## src/rtl/nmi_arb2_if.sv

```systemverilog
// -----------------------------------------------------------------------------
// nmi_if : native memory interface (NMI) bundle.
//
// A single request/response channel. The master drives a request (valid, addr,
// wdata, wstrb) and holds it until the slave answers with ready, which is also
// the cycle in which rdata is valid. Reads and writes share the same handshake.
//
//   valid  master -> slave  request present
//   addr   master -> slave  byte address [31:0]
//   wdata  master -> slave  write data [31:0]
//   wstrb  master -> slave  byte write strobes [3:0] (all zero for a read)
//   ready  slave -> master  request accepted / completed this cycle
//   rdata  slave -> master  read data, valid while ready is high
// -----------------------------------------------------------------------------
interface nmi_if;
   logic        valid;
   logic [31:0] addr;
   logic [31:0] wdata;
   logic [3:0]  wstrb;
   logic        ready;
   logic [31:0] rdata;

   modport master (
      output valid, addr, wdata, wstrb,
      input  ready, rdata
   );

   modport slave (
      input  valid, addr, wdata, wstrb,
      output ready, rdata
   );
endinterface

```

## src/rtl/nmi_arb2.sv

```systemverilog
// -----------------------------------------------------------------------------
// nmi_arb2 : two-master NMI arbiter with bus-timeout protection.
//
// Merges master 0 (CPU) and master 1 (DMA/debug) onto one downstream NMI slave
// port. A request seen in IDLE is granted on the next cycle; on a tie the
// master that was not served last wins. While granted, the request is passed
// straight through to the slave and the slave's response straight back to the
// granted master, so a response adds no latency. If the slave never answers,
// the transaction is terminated after TIMEOUT_CYC granted cycles with ERR_DATA,
// an error pulse and a record of the offending address.
//
// Parameters
//   TIMEOUT_CYC  granted cycles without s.ready before forced termination
//                (0 disables the timeout)
//   ERR_DATA     rdata returned to the master on a timed-out transaction
//
// Ports
//   clk_i       in   system clock, all state on the rising edge
//   rst_n_i     in   asynchronous active-low reset
//   m0          NMI slave side facing master 0 (CPU)
//   m1          NMI slave side facing master 1 (DMA/debug)
//   s           NMI master side facing the downstream peripheral wrapper
//   err_o       out  one-cycle pulse in the cycle a timeout terminates a request
//   err_addr_o  out  address of the most recent timed-out request
// -----------------------------------------------------------------------------
module nmi_arb2 #(
   parameter int unsigned TIMEOUT_CYC = 1024,
   parameter logic [31:0] ERR_DATA    = 32'hDEAD_BEEF
) (
   input  logic        clk_i,
   input  logic        rst_n_i,
   nmi_if.slave        m0,
   nmi_if.slave        m1,
   nmi_if.master       s,
   output logic        err_o,
   output logic [31:0] err_addr_o
);

   // Counter wide enough to hold TIMEOUT_CYC; kept at one bit when disabled.
   localparam int unsigned CNT_W = (TIMEOUT_CYC == 0) ? 1 : $clog2(TIMEOUT_CYC + 1);
   localparam bit          TO_EN = (TIMEOUT_CYC != 0);
   // The timeout fires in the GRANT cycle where the count of earlier stalled
   // GRANT cycles reaches TIMEOUT_CYC-1, i.e. in the TIMEOUT_CYC-th GRANT cycle.
   localparam logic [CNT_W-1:0] CNT_LAST = TO_EN ? CNT_W'(TIMEOUT_CYC - 1) : '0;

   typedef enum logic {
      ST_IDLE  = 1'b0,
      ST_GRANT = 1'b1
   } state_t;

   state_t            r_state;
   logic              r_gnt;       // granted master: 0 = m0, 1 = m1
   logic              r_last;      // master served by the last finished request
   logic [CNT_W-1:0]  r_cnt;       // stalled GRANT cycles so far
   logic [31:0]       r_err_addr;

   logic              w_busy;
   logic              w_gnt_valid;
   logic [31:0]       w_gnt_addr;
   logic [31:0]       w_gnt_wdata;
   logic [3:0]        w_gnt_wstrb;
   logic              w_done;
   logic              w_timeout;
   logic              w_resp;
   logic [31:0]       w_resp_data;

   // ---------------------------------------------------------------------------
   // Granted-master request mux and response qualification
   // ---------------------------------------------------------------------------
   assign w_busy      = (r_state == ST_GRANT);
   assign w_gnt_valid = r_gnt ? m1.valid : m0.valid;
   assign w_gnt_addr  = r_gnt ? m1.addr  : m0.addr;
   assign w_gnt_wdata = r_gnt ? m1.wdata : m0.wdata;
   assign w_gnt_wstrb = r_gnt ? m1.wstrb : m0.wstrb;

   // A master that withdraws its request mid-grant gets neither a normal nor a
   // timeout response, hence both terms are qualified by the granted valid.
   assign w_done    = w_busy & w_gnt_valid & s.ready;
   // A slave answering in the very cycle the timeout would fire wins: the
   // timeout term requires s.ready low.
   assign w_timeout = TO_EN && w_busy && w_gnt_valid && !s.ready && (r_cnt == CNT_LAST);

   assign w_resp      = w_done | w_timeout;
   assign w_resp_data = w_timeout ? ERR_DATA : s.rdata;

   // ---------------------------------------------------------------------------
   // Downstream request: pass-through while granted, withdrawn on timeout so the
   // slave never sees a request whose response was already faked.
   // ---------------------------------------------------------------------------
   assign s.valid = w_busy & w_gnt_valid & ~w_timeout;
   assign s.addr  = w_busy ? w_gnt_addr  : '0;
   assign s.wdata = w_busy ? w_gnt_wdata : '0;
   assign s.wstrb = w_busy ? w_gnt_wstrb : '0;

   // ---------------------------------------------------------------------------
   // Upstream responses: only the granted master ever sees ready/rdata.
   // ---------------------------------------------------------------------------
   assign m0.ready = w_resp & ~r_gnt;
   assign m1.ready = w_resp &  r_gnt;
   assign m0.rdata = (w_busy & ~r_gnt) ? w_resp_data : '0;
   assign m1.rdata = (w_busy &  r_gnt) ? w_resp_data : '0;

   assign err_o      = w_timeout;
   assign err_addr_o = r_err_addr;

   // ---------------------------------------------------------------------------
   // Arbitration / grant FSM
   // ---------------------------------------------------------------------------
   // NOTE: state is updated only with non-blocking assignments so every register
   // samples the pre-edge values of the others, whatever the statement order.
   always_ff @(posedge clk_i or negedge rst_n_i) begin
      if (!rst_n_i) begin
         r_state    <= ST_IDLE;
         r_gnt      <= 1'b0;
         r_last     <= 1'b1;     // m0 wins the first tie
         r_cnt      <= '0;
         r_err_addr <= '0;
      end else begin
         case (r_state)
            ST_IDLE: begin
               r_cnt <= '0;
               if (m0.valid | m1.valid) begin
                  r_state <= ST_GRANT;
                  // Round-robin on a tie, otherwise the sole requester.
                  r_gnt   <= (m0.valid & m1.valid) ? ~r_last : m1.valid;
               end
            end

            ST_GRANT: begin
               if (!w_gnt_valid) begin
                  // Protocol violation: abandon silently, fairness untouched.
                  r_state <= ST_IDLE;
               end else if (w_done) begin
                  r_state <= ST_IDLE;
                  r_last  <= r_gnt;
               end else if (w_timeout) begin
                  r_state    <= ST_IDLE;
                  r_last     <= r_gnt;
                  r_err_addr <= w_gnt_addr;
               end else if (TO_EN) begin
                  r_cnt <= r_cnt + 1'b1;
               end
            end
         endcase
      end
   end

endmodule

```

## src/flat_wrapper.sv

```systemverilog
// flat-port wrapper written by rule: the top's interface ports become plain ports
module nmi_arb2_flat 
#(
   parameter int unsigned TIMEOUT_CYC = 1024,
   parameter logic [31:0] ERR_DATA    = 32'hDEAD_BEEF
)
  (clk_i, rst_n_i, err_o, err_addr_o, m0_valid, m0_addr, m0_wdata, m0_wstrb, m0_ready, m0_rdata, m1_valid, m1_addr, m1_wdata, m1_wstrb, m1_ready, m1_rdata, s_valid, s_addr, s_wdata, s_wstrb, s_ready, s_rdata);
  nmi_if m0_i ();
  nmi_if m1_i ();
  nmi_if s_i ();
  input  logic clk_i;
  input  logic rst_n_i;
  output logic err_o;
  output logic [31:0] err_addr_o;
  input wire logic [$bits(m0_i.valid)-1:0] m0_valid;
  input wire logic [$bits(m0_i.addr)-1:0] m0_addr;
  input wire logic [$bits(m0_i.wdata)-1:0] m0_wdata;
  input wire logic [$bits(m0_i.wstrb)-1:0] m0_wstrb;
  output wire logic [$bits(m0_i.ready)-1:0] m0_ready;
  output wire logic [$bits(m0_i.rdata)-1:0] m0_rdata;
  input wire logic [$bits(m1_i.valid)-1:0] m1_valid;
  input wire logic [$bits(m1_i.addr)-1:0] m1_addr;
  input wire logic [$bits(m1_i.wdata)-1:0] m1_wdata;
  input wire logic [$bits(m1_i.wstrb)-1:0] m1_wstrb;
  output wire logic [$bits(m1_i.ready)-1:0] m1_ready;
  output wire logic [$bits(m1_i.rdata)-1:0] m1_rdata;
  output wire logic [$bits(s_i.valid)-1:0] s_valid;
  output wire logic [$bits(s_i.addr)-1:0] s_addr;
  output wire logic [$bits(s_i.wdata)-1:0] s_wdata;
  output wire logic [$bits(s_i.wstrb)-1:0] s_wstrb;
  input wire logic [$bits(s_i.ready)-1:0] s_ready;
  input wire logic [$bits(s_i.rdata)-1:0] s_rdata;
  assign m0_i.valid = m0_valid;
  assign m0_i.addr = m0_addr;
  assign m0_i.wdata = m0_wdata;
  assign m0_i.wstrb = m0_wstrb;
  assign m0_ready = m0_i.ready;
  assign m0_rdata = m0_i.rdata;
  assign m1_i.valid = m1_valid;
  assign m1_i.addr = m1_addr;
  assign m1_i.wdata = m1_wdata;
  assign m1_i.wstrb = m1_wstrb;
  assign m1_ready = m1_i.ready;
  assign m1_rdata = m1_i.rdata;
  assign s_valid = s_i.valid;
  assign s_addr = s_i.addr;
  assign s_wdata = s_i.wdata;
  assign s_wstrb = s_i.wstrb;
  assign s_i.ready = s_ready;
  assign s_i.rdata = s_rdata;
  nmi_arb2 #(.TIMEOUT_CYC(TIMEOUT_CYC), .ERR_DATA(ERR_DATA)) u_core (.clk_i(clk_i), .rst_n_i(rst_n_i), .m0(m0_i), .m1(m1_i), .s(s_i), .err_o(err_o), .err_addr_o(err_addr_o));
endmodule
```

## config.mk

```make
export PLATFORM = sky130hd
export DESIGN_NAME = nmi_arb2_flat
export DESIGN_NICKNAME = d
export VERILOG_FILES = /design/src/rtl/nmi_arb2_if.sv /design/src/rtl/nmi_arb2.sv /design/src/flat_wrapper.sv
export SDC_FILE = /design/constraint.sdc
export NUM_CORES = 1
export LEC_CHECK = 0
export ABC_AREA = 1
export CORE_AREA = 2 2 132 134
export CTS_CLUSTER_SIZE = 14
export DETAILED_ROUTE_END_ITERATION = 8
export DIE_AREA = 0 0 134 136
export PLACE_DENSITY = 0.71
export RECOVER_POWER = 25
export SLEW_MARGIN = 30
export SYNTH_ARGS = -nofsm -noshare
export SYNTH_HDL_FRONTEND = slang
export SYNTH_SLANG_ARGS = --single-unit
export TNS_END_PERCENT = 50
```

## constraint.sdc

```tcl
create_clock -name clk_i -period 4.1 [get_ports clk_i]
set_clock_uncertainty 0.05 [all_clocks]
set_input_delay 1.025 -clock clk_i [delete_from_list [all_inputs] [get_ports clk_i]]
set_output_delay 1.025 -clock clk_i [all_outputs]
set_load 0.01 [all_outputs]
```

==> results of run 1 <==
-- state kept, by name (all words and copies together), names as in the netlist --
register,flops
u_core.err_addr_o,32
u_core.r_cnt,11
u_core.r_gnt,1
u_core.r_last,1
u_core.r_state,1
-- cell usage after synthesis, drive strengths merged --
master,n,area share
a21oi,84,0.12
a31oi,1,0.0018
buf,21,0.048
clkbuf,20,0.021
clkinv,2,0.0021
dfrtp,45,0.31
dfstp,1,0.0073
ha,1,0.0035
inv,43,0.045
mux2i,32,0.090
nand2,159,0.17
nand3,17,0.028
nand4,3,0.0052
nor2,51,0.058
nor3,17,0.027
nor3b,2,0.0042
o21ai,40,0.056
-- layer usage --
layer	vias to the layer above	GRT usage	wire, microns
li1	2378	-	-
met1	2100	0.1911	6502
met2	183	0.2886	8011
met3	10	0.04101	1127
met4	0	0.03723	136
met5	-	0	0
-- worst reg2reg max path: cells and delay by family, from the launching register on --
family | cells | cell delay [ps]
buffers and inverters | 3 | 750
flip-flops | 1 | 410
AO/OA/AOI/OAI | 1 | 160
adder cells (fa/ha/maj) | 1 | 250
AND/OR/NAND/NOR | 4 | 390
-- power groups by stage --
stage          clock network, mW  registers [mW]  logic [mW]
3_5_place_dp                   0           0.563        2.15
6_report                   0.460           0.552        2.11
4_1_cts                    0.481           0.555        2.17
2_1_floorplan                  0           0.494        1.04
3_3_place_gp                   0           0.561        2.15
5_1_grt                    0.501           0.560        2.27
-- area by class of cell --
| type | instances | area, sq um |
|---|---|---|
| clock buffer | 5 | 125.1 |
| fill | 1610 | 9462 |
| sequential | 46 | 1156 |
| tap | 225 | 281.5 |
| clock inverter | 3 | 40.04 |
| multi-input combinational | 407 | 2016 |
| timing repair buffer | 350 | 3627 |
| inverter | 45 | 168.9 |
-- kinds of logic (layout without fill, tap and decap cells) --
kind of cell,count (synthesis),count (layout),synth area share
AND/OR/NAND/NOR,249,249,0.2932
flip-flops,46,46,0.3223
AO/OA/AOI/OAI,125,125,0.1753
buffers and inverters,86,403,0.1162
adder cells (fa/ha/maj),1,1,0.003498
multiplexers,32,32,0.08957
-- path summary, 6_finish.rpt --
kind | start | to
setup / recovery | m1_valid | m1_rdata[10]
hold / removal | u_core.err_addr_o[1] | u_core.err_addr_o[1]
setup reg to reg | u_core.r_cnt[1] | u_core.err_addr_o[12]
hold reg to reg | u_core.err_addr_o[1] | u_core.err_addr_o[1]
max in group asynchronous | rst_n_i | u_core.r_gnt
min in group asynchronous | rst_n_i | u_core.err_addr_o[0]
-- through the flow --
step	setup WS, ps	cell area (sq um)
2_1_floorplan	1052	3576
3_3_place_gp	28.77	7133
3_5_place_dp	2.438	7136
4_1_cts	1.832	7301
5_1_grt	-78.88	7415
6_report	20.96	7415
-- timing repair --
| action | in CTS | in global routing |
|---|---|---|
| setup endpoints to repair | 0 | 49 |
| resized for setup | 0 | 47 |
| hold buffers | 0 | 0 |
==> metrics.txt, run 1 <==
# TYPE chip_impl_metric gauge
chip_impl_info{name="run_status",value="finished, violations left"} 1
chip_impl_info{name="violations",value="max-capacitance violations, max-slew violations"} 1
chip_impl_metric{name="boundaryPins",unit=""} 341
chip_impl_metric{name="cts_max_path_buffers",unit=""} 2
chip_impl_metric{name="power.share.sequential",unit=""} 0.177
chip_impl_metric{name="synth_area_per_cell",unit="sq um"} 6.634
chip_impl_metric{name="fp.dieW",unit="microns"} 134
chip_impl_metric{name="count_of_state_elements_after_synthesis",unit=""} 46
chip_impl_metric{name="final.hold.worst_slack",unit="ps"} 433.1
chip_impl_metric{name="grt_pass1_vias",unit=""} 4330
chip_impl_metric{name="port-buffer-count",unit=""} 340
chip_impl_metric{name="avgRoutedWirePerCell",unit="microns"} 14.59
chip_impl_info{name="cp-end-kind",value="output port"} 1
chip_impl_metric{name="synth.yosys.seq_area_share",unit=""} 0.3223
chip_impl_metric{name="final-instance-count-excl-fill",unit=""} 1081
chip_impl_metric{name="gp_congestion",unit=""} 0.7794
chip_impl_metric{name="dp.cells",unit=""} 1073
chip_impl_metric{name="max_cap_viol_count",unit=""} 1
chip_impl_metric{name="timing_worst_slew_pin_value",unit="ps"} 2589
chip_impl_metric{name="clkSinkCount",unit=""} 46
chip_impl_metric{name="htree_levels",unit=""} 2
chip_impl_metric{name="mappedNetlistNets",unit=""} 713
chip_impl_metric{name="nNetsFinal",unit=""} 1029
chip_impl_metric{name="grt_start_max_net_pins",unit=""} 51
chip_impl_metric{name="wire_length_of_the_first_global_routing_pass",unit="microns"} 23320
chip_impl_info{name="cp_cell_sequence",value="clkdlybuf4s50_1 -> nand2_1 -> nand2_4 -> nand2_2 -> nor2_4 -> nand3_4 -> buf_12 -> a21oi_1 -> clkdlybuf4s50_1"} 1
chip_impl_metric{name="number_of_max_slew_violations_in_the_final_report",unit=""} 47
chip_impl_metric{name="dr_total_vias",unit=""} 4671
chip_impl_metric{name="synth_cells",unit=""} 539
chip_impl_info{name="crit_family",value="buffers and inverters"} 1
chip_impl_info{name="final_cell_mix",value="sky130_fd_sc_hd__clkdlybuf4s50_1 (279), sky130_fd_sc_hd__nand2_1 (155), sky130_fd_sc_hd__a21oi_1 (84)"} 1
chip_impl_metric{name="std_cell_rows",unit=""} 48
chip_impl_metric{name="min_period",unit="ps"} 4079
chip_impl_metric{name="post-cts-setup-buffer-count",unit=""} 0
chip_impl_metric{name="final_layout_size_suffix_gt1_frac",unit=""} 0.03972
chip_impl_metric{name="switching_power",unit="mW"} 1.299
chip_impl_metric{name="floorplan.die_area",unit="sq mm"} 0.01822
chip_impl_metric{name="dp.final_hpwl",unit="microns"} 12120
chip_impl_metric{name="critical_path_required",unit="ps"} 3020
chip_impl_info{name="final_common_cell",value="sky130_fd_sc_hd__clkdlybuf4s50_1"} 1
chip_impl_metric{name="timing.hold.worst_path_depth",unit=""} 2
chip_impl_metric{name="drt.antenna.violating_nets",unit=""} 0
chip_impl_info{name="cts-root-buf",value="sky130_fd_sc_hd__clkbuf_16"} 1
chip_impl_metric{name="grt.total_usage",unit=""} 0.1603
chip_impl_metric{name="yosysUniqueCellTypes",unit=""} 27
chip_impl_metric{name="swShare",unit=""} 0.4161
chip_impl_info{name="critPathKind",value="input pin to output port"} 1
chip_impl_metric{name="pwr-share-comb",unit=""} 0.676
chip_impl_metric{name="critical-path-max-stage-delay",unit="ps"} 550
chip_impl_metric{name="core_region_area",unit="sq mm"} 0.01688
chip_impl_metric{name="syn-cell-area",unit="sq mm"} 0.003576
chip_impl_metric{name="p_total",unit="mW"} 3.122
chip_impl_metric{name="worst-r2r-setup-slack",unit="ps"} 1960
chip_impl_metric{name="p_per_area",unit="mW/mm^2"} 421.1
chip_impl_metric{name="final_core_utilization",unit=""} 0.4394
chip_impl_metric{name="post_drt_via_cell_ratio",unit=""} 4.321
chip_impl_metric{name="final.setup.tns",unit="ps"} 0
chip_impl_info{name="cp_slowest_cell",value="sky130_fd_sc_hd__clkdlybuf4s50_1"} 1
chip_impl_metric{name="p_int",unit="mW"} 1.823
chip_impl_metric{name="post-route-period-util",unit=""} 0.9949
chip_impl_metric{name="number_of_drc_violations_after_detailed_routing",unit=""} 0
chip_impl_metric{name="insertedDiodeCount",unit=""} 0
chip_impl_metric{name="number_of_antenna_violations_at_the_first_check_in_global_routing",unit=""} 0
chip_impl_metric{name="power_leakage",unit="nW"} 3.864
chip_impl_info{name="tritoncts",value="yes"} 1
chip_impl_metric{name="routed_wl",unit="microns"} 15780
chip_impl_info{name="grt_setup_unrepaired",value="yes"} 1
chip_impl_info{name="timing.hold.worst.class",value="flip-flop to flip-flop"} 1
chip_impl_metric{name="reg2reg_depth",unit=""} 9
chip_impl_metric{name="clockPowerShare",unit=""} 0.147
chip_impl_metric{name="setup_violations",unit=""} 0
chip_impl_metric{name="max_freq",unit="MHz"} 245.2
chip_impl_metric{name="crit_cells",unit=""} 9
chip_impl_metric{name="flow.area_growth_from_synthesis",unit="%"} 107.3
chip_impl_metric{name="path_buf_inv",unit=""} 3
chip_impl_info{name="cpMostUsedCell",value="sky130_fd_sc_hd__clkdlybuf4s50_1"} 1
chip_impl_metric{name="chipHeight",unit="microns"} 136
chip_impl_metric{name="cts-buffers-inserted",unit=""} 5
chip_impl_metric{name="initialDrtViolationCount",unit=""} 178
chip_impl_metric{name="slew-limit-headroom",unit=""} -0.7261
chip_impl_metric{name="worstPathArrival",unit="ps"} 3000
chip_impl_metric{name="finalHoldViolCount",unit=""} 0
chip_impl_metric{name="initial_utilization",unit=""} 0.2119
chip_impl_metric{name="worstPathMaxFanout",unit=""} 50
chip_impl_metric{name="insertion_delay",unit="ps"} 290
chip_impl_metric{name="irDropWorstVdd",unit="V"} 0.0002051
chip_impl_metric{name="drt_pass1_iterations",unit=""} 5
chip_impl_metric{name="global_route.overflow_total",unit=""} 0
chip_impl_metric{name="worst_setup_hold_path_clk_slew",unit="ps"} 70
chip_impl_info{name="startpoint_type",value="input pin"} 1
chip_impl_metric{name="warnings_from_yosys",unit=""} 0
(Power assumes the default switching activity.)
==> run 2, diff against run 1 <==
- CORE_AREA: 2 2 132 134 -> 2 2 131 133
- DIE_AREA: 0 0 134 136 -> 0 0 133 135
- PLACE_DENSITY: 0.71 -> 0.75
- clock period: 4.1 -> 3.4 ns (I/O delays scaled with it)
==> run 2 against run 1 <==
The flow still finishes with violations (max-capacitance violations, max-slew violations). First-iteration DRC count increased by 35%. Sequential power increased by 10%. Core utilization decreased by 0.12 points. Highest routed layer is now met5. Non-clock buffer count increased by 12. Global-route usage increased by 0.66 points. Critical path depth unchanged. Critical endpoint is now m0_rdata[21]. Via count increased by 1.5%. Largest power group unchanged. Worst setup slack improved by 45 ps.
==> metrics.txt, run 2 (same netlist as run 1, synthesis figures left out) <==
# TYPE chip_impl_metric gauge
chip_impl_metric{name="drt_pass1_iterations",unit=""} 4
chip_impl_metric{name="flow.area_growth_from_synthesis",unit="%"} 101.0
chip_impl_metric{name="grt_pass1_vias",unit=""} 4459
chip_impl_info{name="cp_cell_sequence",value="clkdlybuf4s50_1 -> nand2_1 -> nand2_4 -> nand2_2 -> nor2_4 -> nand3_4 -> buf_4 -> a21oi_1 -> dlygate4sd2_1"} 1
chip_impl_metric{name="gp_congestion",unit=""} 0.7763
chip_impl_metric{name="number_of_drc_violations_after_detailed_routing",unit=""} 0
chip_impl_metric{name="insertion_delay",unit="ps"} 290
chip_impl_metric{name="setup_violations",unit=""} 0
chip_impl_metric{name="chipHeight",unit="microns"} 135
chip_impl_metric{name="fp.dieW",unit="microns"} 133
chip_impl_metric{name="final.hold.worst_slack",unit="ps"} 434.9
chip_impl_metric{name="final-instance-count-excl-fill",unit=""} 1088
chip_impl_metric{name="avgRoutedWirePerCell",unit="microns"} 14.78
chip_impl_metric{name="dr_total_vias",unit=""} 4739
chip_impl_metric{name="wl_met3",unit="microns"} 1084
chip_impl_info{name="startpoint_type",value="input pin"} 1
chip_impl_info{name="crit-reg2reg-launch",value="u_core.r_cnt[1]"} 1
chip_impl_metric{name="post_drt_via_cell_ratio",unit=""} 4.356
chip_impl_info{name="startpoint",value="m1_valid"} 1
chip_impl_info{name="cts-root-buf",value="sky130_fd_sc_hd__clkbuf_16"} 1
chip_impl_metric{name="critical_path_required",unit="ps"} 2500
chip_impl_metric{name="number_of_max_slew_violations_in_the_final_report",unit=""} 27
chip_impl_metric{name="wire_length_of_the_first_global_routing_pass",unit="microns"} 24120
chip_impl_metric{name="nNetsFinal",unit=""} 1041
chip_impl_metric{name="insertedDiodeCount",unit=""} 0
chip_impl_metric{name="floorplan.die_area",unit="sq mm"} 0.01796
chip_impl_metric{name="global_route.overflow_total",unit=""} 0
chip_impl_metric{name="initialDrtViolationCount",unit=""} 241
chip_impl_info{name="final_cell_mix",value="sky130_fd_sc_hd__clkdlybuf4s50_1 (271), sky130_fd_sc_hd__nand2_1 (155), sky130_fd_sc_hd__a21oi_1 (84)"} 1
chip_impl_metric{name="grt.total_usage",unit=""} 0.1669
chip_impl_info{name="final_common_cell",value="sky130_fd_sc_hd__clkdlybuf4s50_1"} 1
chip_impl_metric{name="core_region_area",unit="sq mm"} 0.01641
chip_impl_info{name="cp_slowest_cell",value="sky130_fd_sc_hd__clkdlybuf4s50_1"} 1
chip_impl_info{name="cp-end-kind",value="output port"} 1
chip_impl_metric{name="boundaryPins",unit=""} 341
chip_impl_info{name="dr.max_layer_used",value="met5"} 1
chip_impl_info{name="timing.hold.worst.class",value="flip-flop to flip-flop"} 1
chip_impl_metric{name="met1_length",unit="microns"} 6605
chip_impl_metric{name="worstPathMaxFanout",unit=""} 16
chip_impl_metric{name="slew-limit-headroom",unit=""} -0.006869
chip_impl_metric{name="max_cap_viol_count",unit=""} 1
chip_impl_metric{name="max_freq",unit="MHz"} 299.9
chip_impl_metric{name="number_of_antenna_violations_at_the_first_check_in_global_routing",unit=""} 1
chip_impl_metric{name="drt.antenna.violating_nets",unit=""} 0
chip_impl_metric{name="timing_worst_slew_pin_value",unit="ps"} 1510
chip_impl_metric{name="p_total",unit="mW"} 3.736
chip_impl_metric{name="final.setup.tns",unit="ps"} 0
chip_impl_metric{name="final_core_utilization",unit=""} 0.4382
chip_impl_metric{name="timing.hold.worst_path_depth",unit=""} 2
chip_impl_metric{name="htree_levels",unit=""} 2
chip_impl_info{name="grt_setup_unrepaired",value="yes"} 1
chip_impl_metric{name="largest_register_ff_count",unit=""} 32
chip_impl_metric{name="routed_wl",unit="microns"} 16080
chip_impl_metric{name="port-buffer-count",unit=""} 340
chip_impl_metric{name="dp.cells",unit=""} 1080
chip_impl_metric{name="fillCellCount",unit=""} 1655
chip_impl_metric{name="critical-path-max-stage-delay",unit="ps"} 480
chip_impl_metric{name="reg2reg_depth",unit=""} 10
chip_impl_metric{name="irDropWorstVdd",unit="V"} 0.0004113
chip_impl_metric{name="p_per_area",unit="mW/mm^2"} 519.7
chip_impl_metric{name="std_cell_rows",unit=""} 47
chip_impl_metric{name="routed-wl-met2",unit="microns"} 8178
chip_impl_metric{name="postCtsHoldBufs",unit=""} 0
chip_impl_metric{name="initial_utilization",unit=""} 0.2180
chip_impl_info{name="run_status",value="finished, violations left"} 1
chip_impl_metric{name="min_period",unit="ps"} 3334
chip_impl_info{name="violations",value="max-capacitance violations, max-slew violations"} 1
chip_impl_metric{name="dp.final_hpwl",unit="microns"} 12880
chip_impl_metric{name="worstPathArrival",unit="ps"} 2430
chip_impl_metric{name="worst-r2r-setup-slack",unit="ps"} 1150
chip_impl_info{name="tritoncts",value="yes"} 1
chip_impl_metric{name="power_leakage",unit="nW"} 3.253
chip_impl_info{name="critPathKind",value="input pin to output port"} 1
chip_impl_metric{name="grt_start_max_net_pins",unit=""} 64
chip_impl_metric{name="final_layout_size_suffix_gt1_frac",unit=""} 0.09677
chip_impl_metric{name="post-route-period-util",unit=""} 0.9807
chip_impl_metric{name="worst_setup_hold_path_clk_slew",unit="ps"} 60
chip_impl_metric{name="clkSinkCount",unit=""} 46
chip_impl_metric{name="cts_max_path_buffers",unit=""} 2
chip_impl_metric{name="finalHoldViolCount",unit=""} 0
chip_impl_info{name="hold_path_startpoint",value="u_core.err_addr_o[13]"} 1
chip_impl_metric{name="cts-buffers-inserted",unit=""} 5
[run 2: power breakdown]
part           internal (mW)  switching, mW  leakage [nW]
clock network          0.347          0.220        0.0760
logic                   1.21           1.35          2.54
registers              0.577         0.0296         0.634
[run 2: final timing paths]
check | endpoint
setup reg to reg | u_core.err_addr_o[23]
max in group asynchronous | u_core.err_addr_o[2]
hold / removal | u_core.err_addr_o[13]
hold reg to reg | u_core.err_addr_o[13]
setup / recovery | m0_rdata[21]
min in group asynchronous | u_core.r_cnt[10]
[run 2: repair_timing]
item,in CTS,in global routing
setup endpoints to repair,66,49
gates resized for setup,66,86
setup buffers,0,0
[run 2: metal layers]
metal | global-route usage | vias up
met4 | 0.03106 | 2
met3 | 0.04730 | 24
met1 | 0.2002 | 2126
met2 | 0.2999 | 178
li1 | - | 2409
met5 | 0 | -
[run 2: final cells by class]
cell class | instances | area [sq um] | share of cell area
repair buffers | 362 | 3388 | 0.4713
well taps | 220 | 275.3 | 0.03829
multi-input cells | 407 | 2031 | 0.2825
clock buffers | 5 | 125.1 | 0.01740
clock inverters | 3 | 45.04 | 0.006265
flip-flops and latches | 46 | 1156 | 0.1608
inverters | 45 | 168.9 | 0.02349
[run 2: worst max-delay path: cells and delay by family]
family / cells / cell delay, ps
AO/OA/AOI/OAI: 1 / 130
AND/OR/NAND/NOR: 5 / 490
buffers and inverters: 3 / 970
[run 2: through the flow]
stage | cell area [sq um] | setup slack [ps]
floorplan | 3576 | 701.5
global placement | 7217 | -229.3
detailed placement | 7217 | -256.2
CTS | 7305 | 12.80
global route | 7189 | -18.63
finish | 7189 | 65.63
